## src/rtl/tick_gen_pkg.sv

```systemverilog
// tick_gen_pkg: shared FSM state type and sizing constants for the tick generator
package tick_gen_pkg;

    typedef enum logic [1:0] {
        IDLE  = 2'd0,
        RUN   = 2'd1,
        PAUSE = 2'd2
    } state_t;

    localparam int DIV_W_DEF = 26;
    localparam int MIN_DIV   = 2;

endpackage

```

## src/rtl/tick_prescaler.sv

```systemverilog
// tick_prescaler: modulo-divisor cycle counter emitting a registered one-cycle tick on wrap
module tick_prescaler
    import tick_gen_pkg::*;
#(
    parameter int DIV_W = DIV_W_DEF
) (
    input  logic             clk,
    input  logic             rst,
    input  logic             inc,
    input  logic             hold,
    input  logic             clr,
    input  logic [DIV_W-1:0] divisor,
    output logic             tick
);

    logic [DIV_W-1:0] count;
    logic             adv;
    logic             wrap;

    assign adv  = inc && !hold;
    assign wrap = count == divisor - DIV_W'(1);

    // count advances only when enabled and not held; tick marks the wrap edge
    always_ff @(posedge clk) begin
        if (rst || clr) begin
            count <= '0;
            tick  <= 1'b0;
        end else begin
            count <= adv ? (wrap ? '0 : count + DIV_W'(1)) : count;
            tick  <= adv && wrap;
        end
    end

endmodule

```

## src/rtl/tick_gen_ctrl.sv

```systemverilog
// tick_gen_ctrl: run/pause/clear controller around a tick prescaler (optional TICK_DIV_LOAD_EN)
module tick_gen_ctrl
    import tick_gen_pkg::*;
#(
    parameter int DIV   = 50000000,
    parameter int DIV_W = DIV_W_DEF
) (
    input  logic             clk,
    input  logic             rst,
    input  logic             start_stop,
    input  logic             clear,
`ifdef TICK_DIV_LOAD_EN
    input  logic             div_load,
    input  logic [DIV_W-1:0] div_value,
    output logic             load_err,
`endif
    output logic             tick,
    output logic             running,
    output logic             sec_clr
);

    localparam logic [DIV_W-1:0] DIV_V = DIV_W'(DIV);

    state_t           st;
    state_t           nxt;
    logic             inc;
    logic             hold;
    logic             clr;
    logic [DIV_W-1:0] divisor;

    // state register
    always_ff @(posedge clk) begin
        st <= rst ? IDLE : nxt;
    end

    // next state and prescaler controls; clear dominates start_stop
    always_comb begin
        nxt  = st;
        nxt  = clear ? IDLE : start_stop ? ((st == RUN) ? PAUSE : RUN) : st;
        inc  = (st != IDLE) && !clear;
        hold = st == PAUSE;
        clr  = clear || st == IDLE;
    end

    // registered status outputs; running trails the state by one cycle
    always_ff @(posedge clk) begin
        if (rst) begin
            running <= 1'b0;
            sec_clr <= 1'b0;
        end else begin
            running <= st == RUN;
            sec_clr <= clear;
        end
    end

`ifdef TICK_DIV_LOAD_EN
    logic ld_ok;

    assign ld_ok = div_load && !clear && st == IDLE && div_value >= DIV_W'(MIN_DIV);

    // divisor reload only while idle; bad or mistimed loads flag load_err
    always_ff @(posedge clk) begin
        if (rst) begin
            divisor  <= DIV_V;
            load_err <= 1'b0;
        end else begin
            divisor  <= ld_ok ? div_value : divisor;
            load_err <= div_load && !clear && !ld_ok;
        end
    end
`else
    assign divisor = DIV_V;
`endif

    tick_prescaler #(.DIV_W(DIV_W)) u_pre (
        .clk     (clk),
        .rst     (rst),
        .inc     (inc),
        .hold    (hold),
        .clr     (clr),
        .divisor (divisor),
        .tick    (tick)
    );

endmodule

```

## config.mk

```make
export PLATFORM = sky130hd
export DESIGN_NAME = tick_gen_ctrl
export DESIGN_NICKNAME = d
export VERILOG_FILES = /design/src/rtl/tick_gen_pkg.sv /design/src/rtl/tick_prescaler.sv /design/src/rtl/tick_gen_ctrl.sv
export SDC_FILE = /design/constraint.sdc
export NUM_CORES = 1
export LEC_CHECK = 0
export BUFFER_PORTS_ARGS = -buffer_cell sky130_fd_sc_hd__clkbuf_2
export CAP_MARGIN = 20
export CORE_MARGIN = 2
export CORE_UTILIZATION = 30
export CTS_CLUSTER_SIZE = 12
export DETAILED_ROUTE_END_ITERATION = 8
export PLACE_DENSITY = 0.49
export SKIP_LAST_GASP = 1
export SLEW_MARGIN = 20
export SYNTH_ARGS = -nofsm -noshare
export SYNTH_HDL_FRONTEND = slang
export SYNTH_SLANG_ARGS = --single-unit
```

## constraint.sdc

```tcl
create_clock -name clk -period 2.81 [get_ports clk]
set_clock_uncertainty 0.15 [all_clocks]
set_input_delay 0 -clock clk [delete_from_list [all_inputs] [get_ports clk]]
set_output_delay 0 -clock clk [all_outputs]
set_load 0.005 [all_outputs]
```

; After elaboration in Yosys (flattened, before gate mapping)
; Cells that the tools add are included.
[word_totals]
reg_bits = 31
in_bits = 4
wordCells = 21
[classes]
addsub = 1
n_eq_ne = 3
muxes = 2
n_reduce_logical = 10
[op_table]
columns = operator, count
row1 = $add A26 B1 Y26 const B, 1
row2 = $eq A26 B26 Y1 const B, 1
row3 = $mux W26, 1
row4 = $logic_and A1 B1 Y1, 3
row5 = $eq A2 B1 Y1 const B, 1
row6 = $eq A2 B2 Y1 const B, 1
row7 = $logic_not A1 Y1, 2
row8 = $logic_not A2 Y1, 1
row9 = $logic_or A1 B1 Y1, 2
row10 = $mux W2, 1
row11 = $reduce_bool A2 Y1, 1
row12 = $reduce_or A2 Y1, 1

; Longest topological paths before layout
; Gate-level depths: netlist of the first run.
[depth]
depth_word = 4
ltp_mapped = 6

; Cells and area by module
; Synthesis of the first run repeated with hierarchy kept, for this count alone.
[unflattened]
cells_unflattened = 313
area_unflattened_um2 = 2567.5
[by_module_without_submodules]
columns = module, instances, cells_per_inst, area_per_inst_um2, seq_area_each_um2
row1 = tick_prescaler, 1, 296, 2411.1, 540.5
row2 = tick_gen_ctrl, 1, 17, 156.4, 80.1

; Worst setup path before layout of the first run
; OpenSTA, ideal clock, no wires.
[synth_path]
kind = reg2reg
start = reg st[0]
end = reg u_pre.count[18]
arrival_ps = 1625
path_slack_ps = 956
stages_incl_launch_ff = 7
path_buffers = 2
path_cell_list = dfxtp_1 -> and4b_1 -> buf_4 -> nand2_2 -> buf_6 -> or4_1 -> a211oi_2
[synth_between]
elab_chain_len = 3
elab_cells_between_ends = 8
[synth_lines]
columns = item, line_no
row1 = from (decl), tick_gen_ctrl.sv:24  ; state_t st;
row2 = from (signal assigned), tick_gen_ctrl.sv:33  ; st <= rst ? IDLE : nxt;
row3 = "$eq A2 B2 Y1, or another cell as far along", tick_gen_ctrl.sv:41  ; hold = st == PAUSE;
row4 = "$logic_not A1 Y1, or another cell as far along", tick_prescaler.sv:20  ; assign adv = inc && !hold;
row5 = $logic_and A1 B1 Y1 or $logic_or A1 B1 Y1 (tied branches), "tick_prescaler.sv:20, tick_prescaler.sv:25"
row6 = to (signal assigned), tick_prescaler.sv:29  ; count <= adv ? (wrap ? '0 : count + DIV_W'(1)) : count;
row7 = to (decl), tick_prescaler.sv:16  ; logic [DIV_W-1:0] count;
; Several ways; a longest one is shown, not always the timed one.
; A chain may end at the register's enable or synchronous reset.

; Final worst setup path of the first run
[layout_path]
start = reg st[0]
end = reg u_pre.count[23]
; The elaborated chain is that of the path after synthesis.

==> results of run 1 <==
power groups by stage:
stage / clock network (mW) / logic [mW] / registers [mW]
after floorplan: 0 / 0.00718 / 0.453
after global placement: 0 / 0.0137 / 0.453
after detailed placement: 0 / 0.0137 / 0.453
after CTS: 0.468 / 0.0191 / 0.443
after global routing: 0.494 / 0.0212 / 0.443
final: 0.459 / 0.0192 / 0.443
area by class of cell:
type | instances | area (sq um)
tap | 70 | 87.58
timing repair buffer | 14 | 102.6
clock buffer | 6 | 82.58
multi-input combinational | 134 | 914.6
fill | 547 | 3232
clock inverter | 2 | 35.03
sequential | 31 | 620.6
final timing paths:
kind	slack [ps]	from	endpoint
worst max-delay path	520	st[0]	u_pre.count[23]
worst min-delay path	310	rst	running
worst max register to register	520	st[0]	u_pre.count[23]
worst min register to register	360	u_pre.count[15]	u_pre.count[15]
logic make-up (layout without fill, tap and decap cells):
| group | count (synthesis) | in the layout | share of synthesized area |
|---|---|---|---|
| XOR/XNOR | 11 | 11 | 0.06131 |
| multiplexers | 2 | 2 | 0.01274 |
| buffers and inverters | 9 | 22 | 0.03105 |
| flip-flops | 31 | 31 | 0.3949 |
| adder cells (fa/ha/maj) | 2 | 2 | 0.01592 |
| AND/OR/NAND/NOR | 88 | 88 | 0.3384 |
| AO/OA/AOI/OAI | 31 | 31 | 0.1457 |
cell usage after synthesis, drive strengths merged:
cell type / count / area, sq um
a211oi: 13 / 112.6
and2: 5 / 31.28
and3: 4 / 25.02
and3b: 1 / 8.760
and4: 3 / 26.28
and4b: 1 / 10.01
buf: 5 / 33.78
clkbuf: 4 / 15.01
dfxtp: 31 / 620.6
ha: 2 / 25.02
mux2i: 2 / 20.02
nand2: 11 / 43.80
nand2b: 1 / 6.260
nand3: 12 / 60.06
nand4: 8 / 56.30
nand4b: 2 / 17.52
nor2: 5 / 18.77
nor2b: 3 / 18.77
nor3: 12 / 60.06
nor3b: 1 / 7.510
nor4: 3 / 25.02
nor4b: 3 / 26.28
o21a: 2 / 15.01
o21ai: 8 / 40.03
o311ai: 1 / 8.760
o31ai: 7 / 52.55
or3: 6 / 37.54
or4: 7 / 52.55
xnor2: 3 / 26.28
xor2: 8 / 70.07
layer usage:
metal  global-route usage  vias up  wire [um]
li1                     -      693          -
met1               0.1753      662       1810
met2               0.2354        9       1754
met3              0.04384        5        101
met4              0.05636        0         48
met5                    0        -          0
worst max-delay path, cell delays in order, from the launching register on:
cell,delay [ps]
dfxtp_1,450
and4b_1,410
nand4_2,350
or4_1,590
a211oi_1,250
metrics by stage:
| stage | instance area [sq um] | total power [mW] |
|---|---|---|
| 2_1_floorplan | 1572 | 0.4601 |
| 3_3_place_gp | 1675 | 0.4667 |
| 3_5_place_dp | 1675 | 0.4669 |
| 4_1_cts | 1843 | 0.9307 |
| 5_1_grt | 1843 | 0.9586 |
| 6_report | 1843 | 0.9219 |
state kept, by name, summed over array words and instances (netlist names):
register	count
u_pre.count	26
st	2
running	1
sec_clr	1
u_pre.tick	1
==> run metrics, run 1 <==
outcome=finished clean; minimum clock period=between 2000 and 2500 ps; Critical Path RT=2860 ps; HP Class=primary input to flip-flop; Starting Density=0.3097; crit path kind=flip-flop to flip-flop; yosys warns=0; initial antenna violation count=0; Synth cell types=37; clock share of power=0.498; largest net degree at the start of global routing=26; Boundary Pins=7; register area share after synthesis=0.3949; Final Max Tran Viols=0; Die H=76.38 um; H-tree depth=2; internal power=approximately 0.74 mW; switching pwr=approximately 0.18 mW; #FFs+latches synth=31; Rows=26; post-route clock period utilization=0.8165; drt initial violations=slightly below 70; # DRC=0; worst-skew pair later-pin latency=280 ps; CTS Buf Count=5; CTS root buffer=clkbuf_8; RSZ-0062 raised after global routing=false; Leak=around 0.56 nW; PortBufs=6; syn_nets=180; commonest non-fill, non-tap cell in the layout=dfxtp_1; most frequent cells in the layout=dfxtp_1 (31), nand3_1 (12), nor3_1 (12), nand2_1 (10), a211oi_1 (10); post-CTS sizing=0; Critical Path AT=about 2300 ps; TritonCTS clock tree=yes; die area=5833 sq um; post-route ant nets=0; total number of vias=1,369; placed insts=around 240; Area growth, synth to finish=17.28%; cell area after synthesis=approximately 1600 sq um; endpoints failing hold=0; core box area=slightly above 5000 sq um; Cells after Synth=174; final wirelength=3715 um; vias in the first global route=1,423; share of cells above drive strength 1=0.1283; WL/cell=around 14 um; gpl congestion=between 0.7 and 0.8; Logic pwr share=0.021; Slew headroom=0.6813; pre-CTS setup slack=between 500 and 600 ps; R2R depth=4; Die W=~76 um; TNS Setup=0 ps; GRT Total Usage=0.1433; Final nets=~190; Clock Sinks=31; Detailed Routing Iterations Pass 1=4; MaxCap Viol Count=0; post-CTS setup buffers=0; Peak VDD IR=approximately 0.34 mV; Seq pwr share=0.481; hold path depth=3; Synth Area per Inst=between 9 and 10 sq um; CTS max path bufs=2; fin util=0.3632; final setup violation count=0; Max Freq=approximately 440 MHz; Final HPWL DP=2559 um; Worst setup SP type=flip-flop; setup ws final=515.6 ps; hold slack=about 310 ps; CP endpoint kind=flip-flop; Clk pin slew, worst setup/hold paths=about 70 ps; CP Max Fanout=14; non-filler cells in the finished layout=257; gr ovfl total=0; hold buffer count at cts=5; drt via density=5.327; # diodes=0; Worst-Margin Slew=476.7 ps; PD cells=500.2 nW/um^2; Switching Share=0.1990; wire length of the first global-routing pass=approximately 6700 um
(Power assumes the default switching activity.)
==> run 2, diff against run 1 <==
--- a/config.mk
+++ b/config.mk
@@ -11,7 +11,7 @@
 export CORE_UTILIZATION = 30
 export CTS_CLUSTER_SIZE = 12
 export DETAILED_ROUTE_END_ITERATION = 8
-export PLACE_DENSITY = 0.49
+export PLACE_DENSITY = 0.5
 export SKIP_LAST_GASP = 1
 export SLEW_MARGIN = 20
 export SYNTH_ARGS = -nofsm -noshare
==> constraint.sdc (replaced) <==
create_clock -name clk -period 2.1 [get_ports clk]
set_clock_uncertainty 0.15 [all_clocks]
set_input_delay 0 -clock clk [delete_from_list [all_inputs] [get_ports clk]]
set_output_delay 0 -clock clk [all_outputs]
set_load 0.005 [all_outputs]
==> run metrics, run 2 (synthesized netlist as in run 1, its figures left out) <==
outcome=finished clean; Die H=about 76 um; post-route cell area=approximately 1900 sq um; Clk pin slew, worst setup/hold paths=70 ps; RR Startpoint=u_pre.count[7]; Final HPWL DP=~2600 um; crit path from=clear; DP Area=roughly 1700 sq um; internal reg-to-reg setup slack=approximately 140 ps; TritonCTS clock tree=yes; drt initial violations=62; initial antenna violation count=0; gpl congestion=~0.8; Clock Sinks=31; Rows=26; Slew headroom=0.7635; final setup violation count=0; Die W=about 76 um; TNS Setup=0 ps; R2R depth=5; fin util=0.3733; hold slack=approximately 310 ps; Starting Density=0.3097; Final nets=197; minimum clock period=around 2000 ps; Top reg by flops=u_pre.count; Tot Pwr=around 1.2 mW; cells along the critical path=dlygate4sd3_1, clkbuf_2, and4b_2, nand4_2, buf_4, or3_1, a211oi_1; CTS max path bufs=2; CTS root buffer=clkbuf_8; core box area=about 5000 sq um; H-tree depth=2; Worst-Margin Slew=about 350 ps; Max Freq=approximately 500 MHz; Worst setup endpoint=u_pre.count[15]; Peak VDD IR=0.3208 mV; post-route ant nets=0; drt via density=around 5.4; Hold Crit Start=rst; Boundary Pins=7; # DRC=0; Final Max Tran Viols=0; CP endpoint kind=flip-flop; most frequent cells in the layout=dfxtp_1 (31), nand3_1 (12), nor3_1 (12), nand2_1 (10), a211oi_1 (10); non-filler cells in the finished layout=between 200 and 300; MaxCap Viol Count=0; RSZ-0062 raised after global routing=false; Critical Path Max Stage Delay=approximately 540 ps; pre-CTS setup slack=143.6 ps; final wirelength=about 3800 um; endpoints failing hold=0; WL/cell=approximately 14 um; wire length of the first global-routing pass=about 6700 um; Critical Path AT=just over 2000 ps; slowest cell on the critical path=dlygate4sd3_1; die area=5833 sq um; worst-skew pair later-pin latency=280 ps; setup ws final=approximately 100 ps; commonest non-fill, non-tap cell in the layout=dfxtp_1; CTS Buf Count=5; vias in the first global route=around 1,500; crit path kind=primary input to flip-flop; # diodes=0; Top Registers=u_pre.count x26, st x2; Worst setup SP type=primary input; post-route clock period utilization=0.9531; PD cells=~650 nW/um^2; Detailed Routing Iterations Pass 1=4; gr ovfl total=0; largest net degree at the start of global routing=26; GRT Total Usage=0.1436; share of cells above drive strength 1=0.1563; CP Max Fanout=8; fillers=539; placed insts=between 200 and 250; max FFs per register=26; Critical Path RT=2140 ps; PortBufs=6; r2r endpoint=u_pre.count[24]; total number of vias=~1,400; Leak=between 0.5 and 0.6 nW; HP Class=primary input to flip-flop; Area growth, synth to finish=20.54%
-- run 2: worst min-delay path by stage --
| stage | end | depth (start not counted) |
|---|---|---|
| floorplan | sec_clr | 1 |
| global placement | sec_clr | 2 |
| detailed placement | sec_clr | 2 |
| CTS | running | 3 |
| global route | running | 3 |
| finish | running | 3 |
-- run 2: layer usage --
layer / vias to the layer above / part of all wire / wire length (um) / track usage
met1: 684 / 0.46 / 1746 / 0.1696
met4: 0 / 0.011 / 41 / 0.05818
li1: 705 / - / - / -
met3: 5 / 0.029 / 110 / 0.03910
met2: 15 / 0.50 / 1881 / 0.2460
met5: - / 0 / 0 / 0
-- run 2: cell type report --
class                   instances  area, sq um  area share
clock buffers                   6        82.58     0.04359
well taps                      70        87.58     0.04624
repair buffers                 19        152.6     0.08058
multi-input cells             134        915.9      0.4835
flip-flops and latches         31        620.6      0.3276
clock inverters                 2        35.03     0.01849
-- run 2: what timing repair did --
item	CTS	global route
buffers inserted	0	0
endpoints found under the hold margin	4	0
resized for setup	0	1
hold buffers	5	0
endpoints found under the setup margin	0	4
-- run 2: critical path: cells and delay by family --
kind,cells,cell delay [ps]
simple gates,3,900
buf+inv,3,900
compound gates,1,240
-- run 2: power breakdown --
part,internal (mW),switching [mW],total [mW]
sequential,0.591,0.00132,0.592
clock,0.384,0.227,0.610
combinational,0.0149,0.0137,0.0286
==> run 3, diff against run 2 <==
--- a/config.mk
+++ b/config.mk
@@ -11,7 +11,7 @@
 export CORE_UTILIZATION = 30
 export CTS_CLUSTER_SIZE = 12
 export DETAILED_ROUTE_END_ITERATION = 8
-export PLACE_DENSITY = 0.5
+export PLACE_DENSITY = 0.49
 export SKIP_LAST_GASP = 1
 export SLEW_MARGIN = 20
 export SYNTH_ARGS = -nofsm -noshare
==> constraint.sdc (replaced) <==
create_clock -name clk -period 2.5 [get_ports clk]
set_clock_uncertainty 0.15 [all_clocks]
set_input_delay 0 -clock clk [delete_from_list [all_inputs] [get_ports clk]]
set_output_delay 0 -clock clk [all_outputs]
set_load 0.005 [all_outputs]
==> run metrics, run 3 (synthesized netlist as in run 1, its figures left out) <==
outcome=finished clean; fin util=0.3580; vias in the first global route=about 1,500; placed insts=245; internal reg-to-reg setup slack=~400 ps; largest net degree at the start of global routing=15; Rows=26; RSZ-0062 raised after global routing=false; post-CTS setup buffers=0; max FFs per register=26; MaxCap Viol Count=0; CP Max Fanout=14; pre-CTS setup slack=approximately 400 ps; TNS Setup=0 ps; # DRC=0; Area growth, synth to finish=15.60%; setup ws final=around 390 ps; GRT Total Usage=0.1430; total number of vias=~1,400; worst-skew pair later-pin latency=roughly 280 ps; R2R depth=4; CTS root buffer=clkbuf_8; Clk pin slew, worst setup/hold paths=approximately 60 ps; Final Max Tran Viols=0; Critical Path RT=~2500 ps; Starting Density=0.3097; PD cells=just under 500 nW/um^2; hold path depth=3; most frequent cells in the layout=dfxtp_1 (31), nand3_1 (12), nor3_1 (12), nand2_1 (10), a211oi_1 (10); Worst-Margin Slew=between 500 and 600 ps; Leak=between 0.5 and 0.6 nW; Top Registers=u_pre.count x26, st x2; gr ovfl total=0; Die H=76.38 um; final wirelength=about 3800 um; post-route ant nets=0; met3 Use GR=0.03318; endpoints failing hold=0; non-filler cells in the finished layout=around 260; Worst setup SP type=flip-flop; final setup violation count=0; met1 Usage GRT=0.1686; commonest non-fill, non-tap cell in the layout=dfxtp_1; global routing's busiest layer=met2; drt initial violations=38; initial antenna violation count=0; WHS Endpoint=running; HP Class=primary input to flip-flop; drt via density=between 5 and 6; # diodes=0; Peak VDD IR=approximately 0.23 mV; Hold Crit Start=rst; Clock Sinks=31; Critical Path AT=roughly 2200 ps; die area=a little under 6000 sq um; core box area=5075 sq um; hold slack=323.1 ps; PortBufs=6; Max Freq=roughly 470 MHz; H-tree depth=2; r2r endpoint=u_pre.count[24]; CTS Buf Count=5; Boundary Pins=7; post-route clock period utilization=0.8443; WL/cell=14.57 um; RR Startpoint=u_pre.count[7]; CP endpoint kind=flip-flop; wire length of the first global-routing pass=approximately 6700 um; CTS max path bufs=2; Final nets=between 150 and 200; minimum clock period=roughly 2100 ps; Die W=approximately 76 um; share of cells above drive strength 1=0.1330; Slew headroom=0.6013; Top reg by flops=u_pre.count; TritonCTS clock tree=yes; gpl congestion=between 0.8 and 0.9; crit path kind=flip-flop to flip-flop; GRT met2 Usage=0.2416; Detailed Routing Iterations Pass 1=4; Final HPWL DP=between 2000 and 3000 um
[run 3: changes by cell type in the layout (fill, tap and decap cells not counted), sizes merged]
cell / previous run / this run
clkbuf: 12 / 11
bufinv: 1 / 0
clkinv: 1 / 3
buf: 8 / 4
[run 3: power by group]
part           total [mW]  leakage (nW)  internal, mW  switching, mW
Clock               0.376        0.0477         0.190          0.186
Sequential          0.499         0.250         0.496        0.00230
Combinational      0.0217         0.257        0.0116         0.0101
Total               0.897         0.555         0.698          0.199
[run 3: final cells by class]
class                   instances  area [sq um]
clock buffers                   5         68.82
flip-flops and latches         31         620.6
multi-input cells             134         914.6
well taps                      70         87.58
repair buffers                 15         110.1
clock inverters                 3         15.01
fillers                       551          3258
[run 3: stage by stage]
| step | power (mW) | cell area (sq um) |
|---|---|---|
| 6_report | 0.8967 | 1817 |
| 2_1_floorplan | 0.5171 | 1572 |
| 4_1_cts | 0.9147 | 1817 |
| 3_5_place_dp | 0.5252 | 1683 |
| 5_1_grt | 0.9391 | 1817 |
| 3_3_place_gp | 0.5245 | 1683 |
[run 3: timing repair]
action	4_1_cts	5_1_grt
hold buffers	5	0
gates resized for setup	0	0
endpoints found under the hold margin	4	0
[run 3: worst max-delay path by stage]
stage | to | start | slack (ps) | depth (start not counted)
after floorplan | u_pre.count[18] | st[0] | 650 | 6
after global placement | u_pre.count[23] | st[0] | 450 | 4
after detailed placement | u_pre.count[24] | u_pre.count[4] | 400 | 4
after CTS | u_pre.count[24] | u_pre.count[7] | 390 | 4
after global routing | u_pre.count[24] | u_pre.count[4] | 240 | 4
final | u_pre.count[24] | u_pre.count[7] | 390 | 4
[run 3: worst max-delay path, stage by stage (launching register included)]
cell and delay (ps):
dfxtp_1 440, and4_1 270, nand3_1 330, or4_1 590, a211oi_1 240
[run 3: per-layer routing]
metal	up-vias	share of wire
li1	699	-
met1	661	0.46
met2	18	0.50
met3	9	0.024
met4	0	0.020
met5	-	0
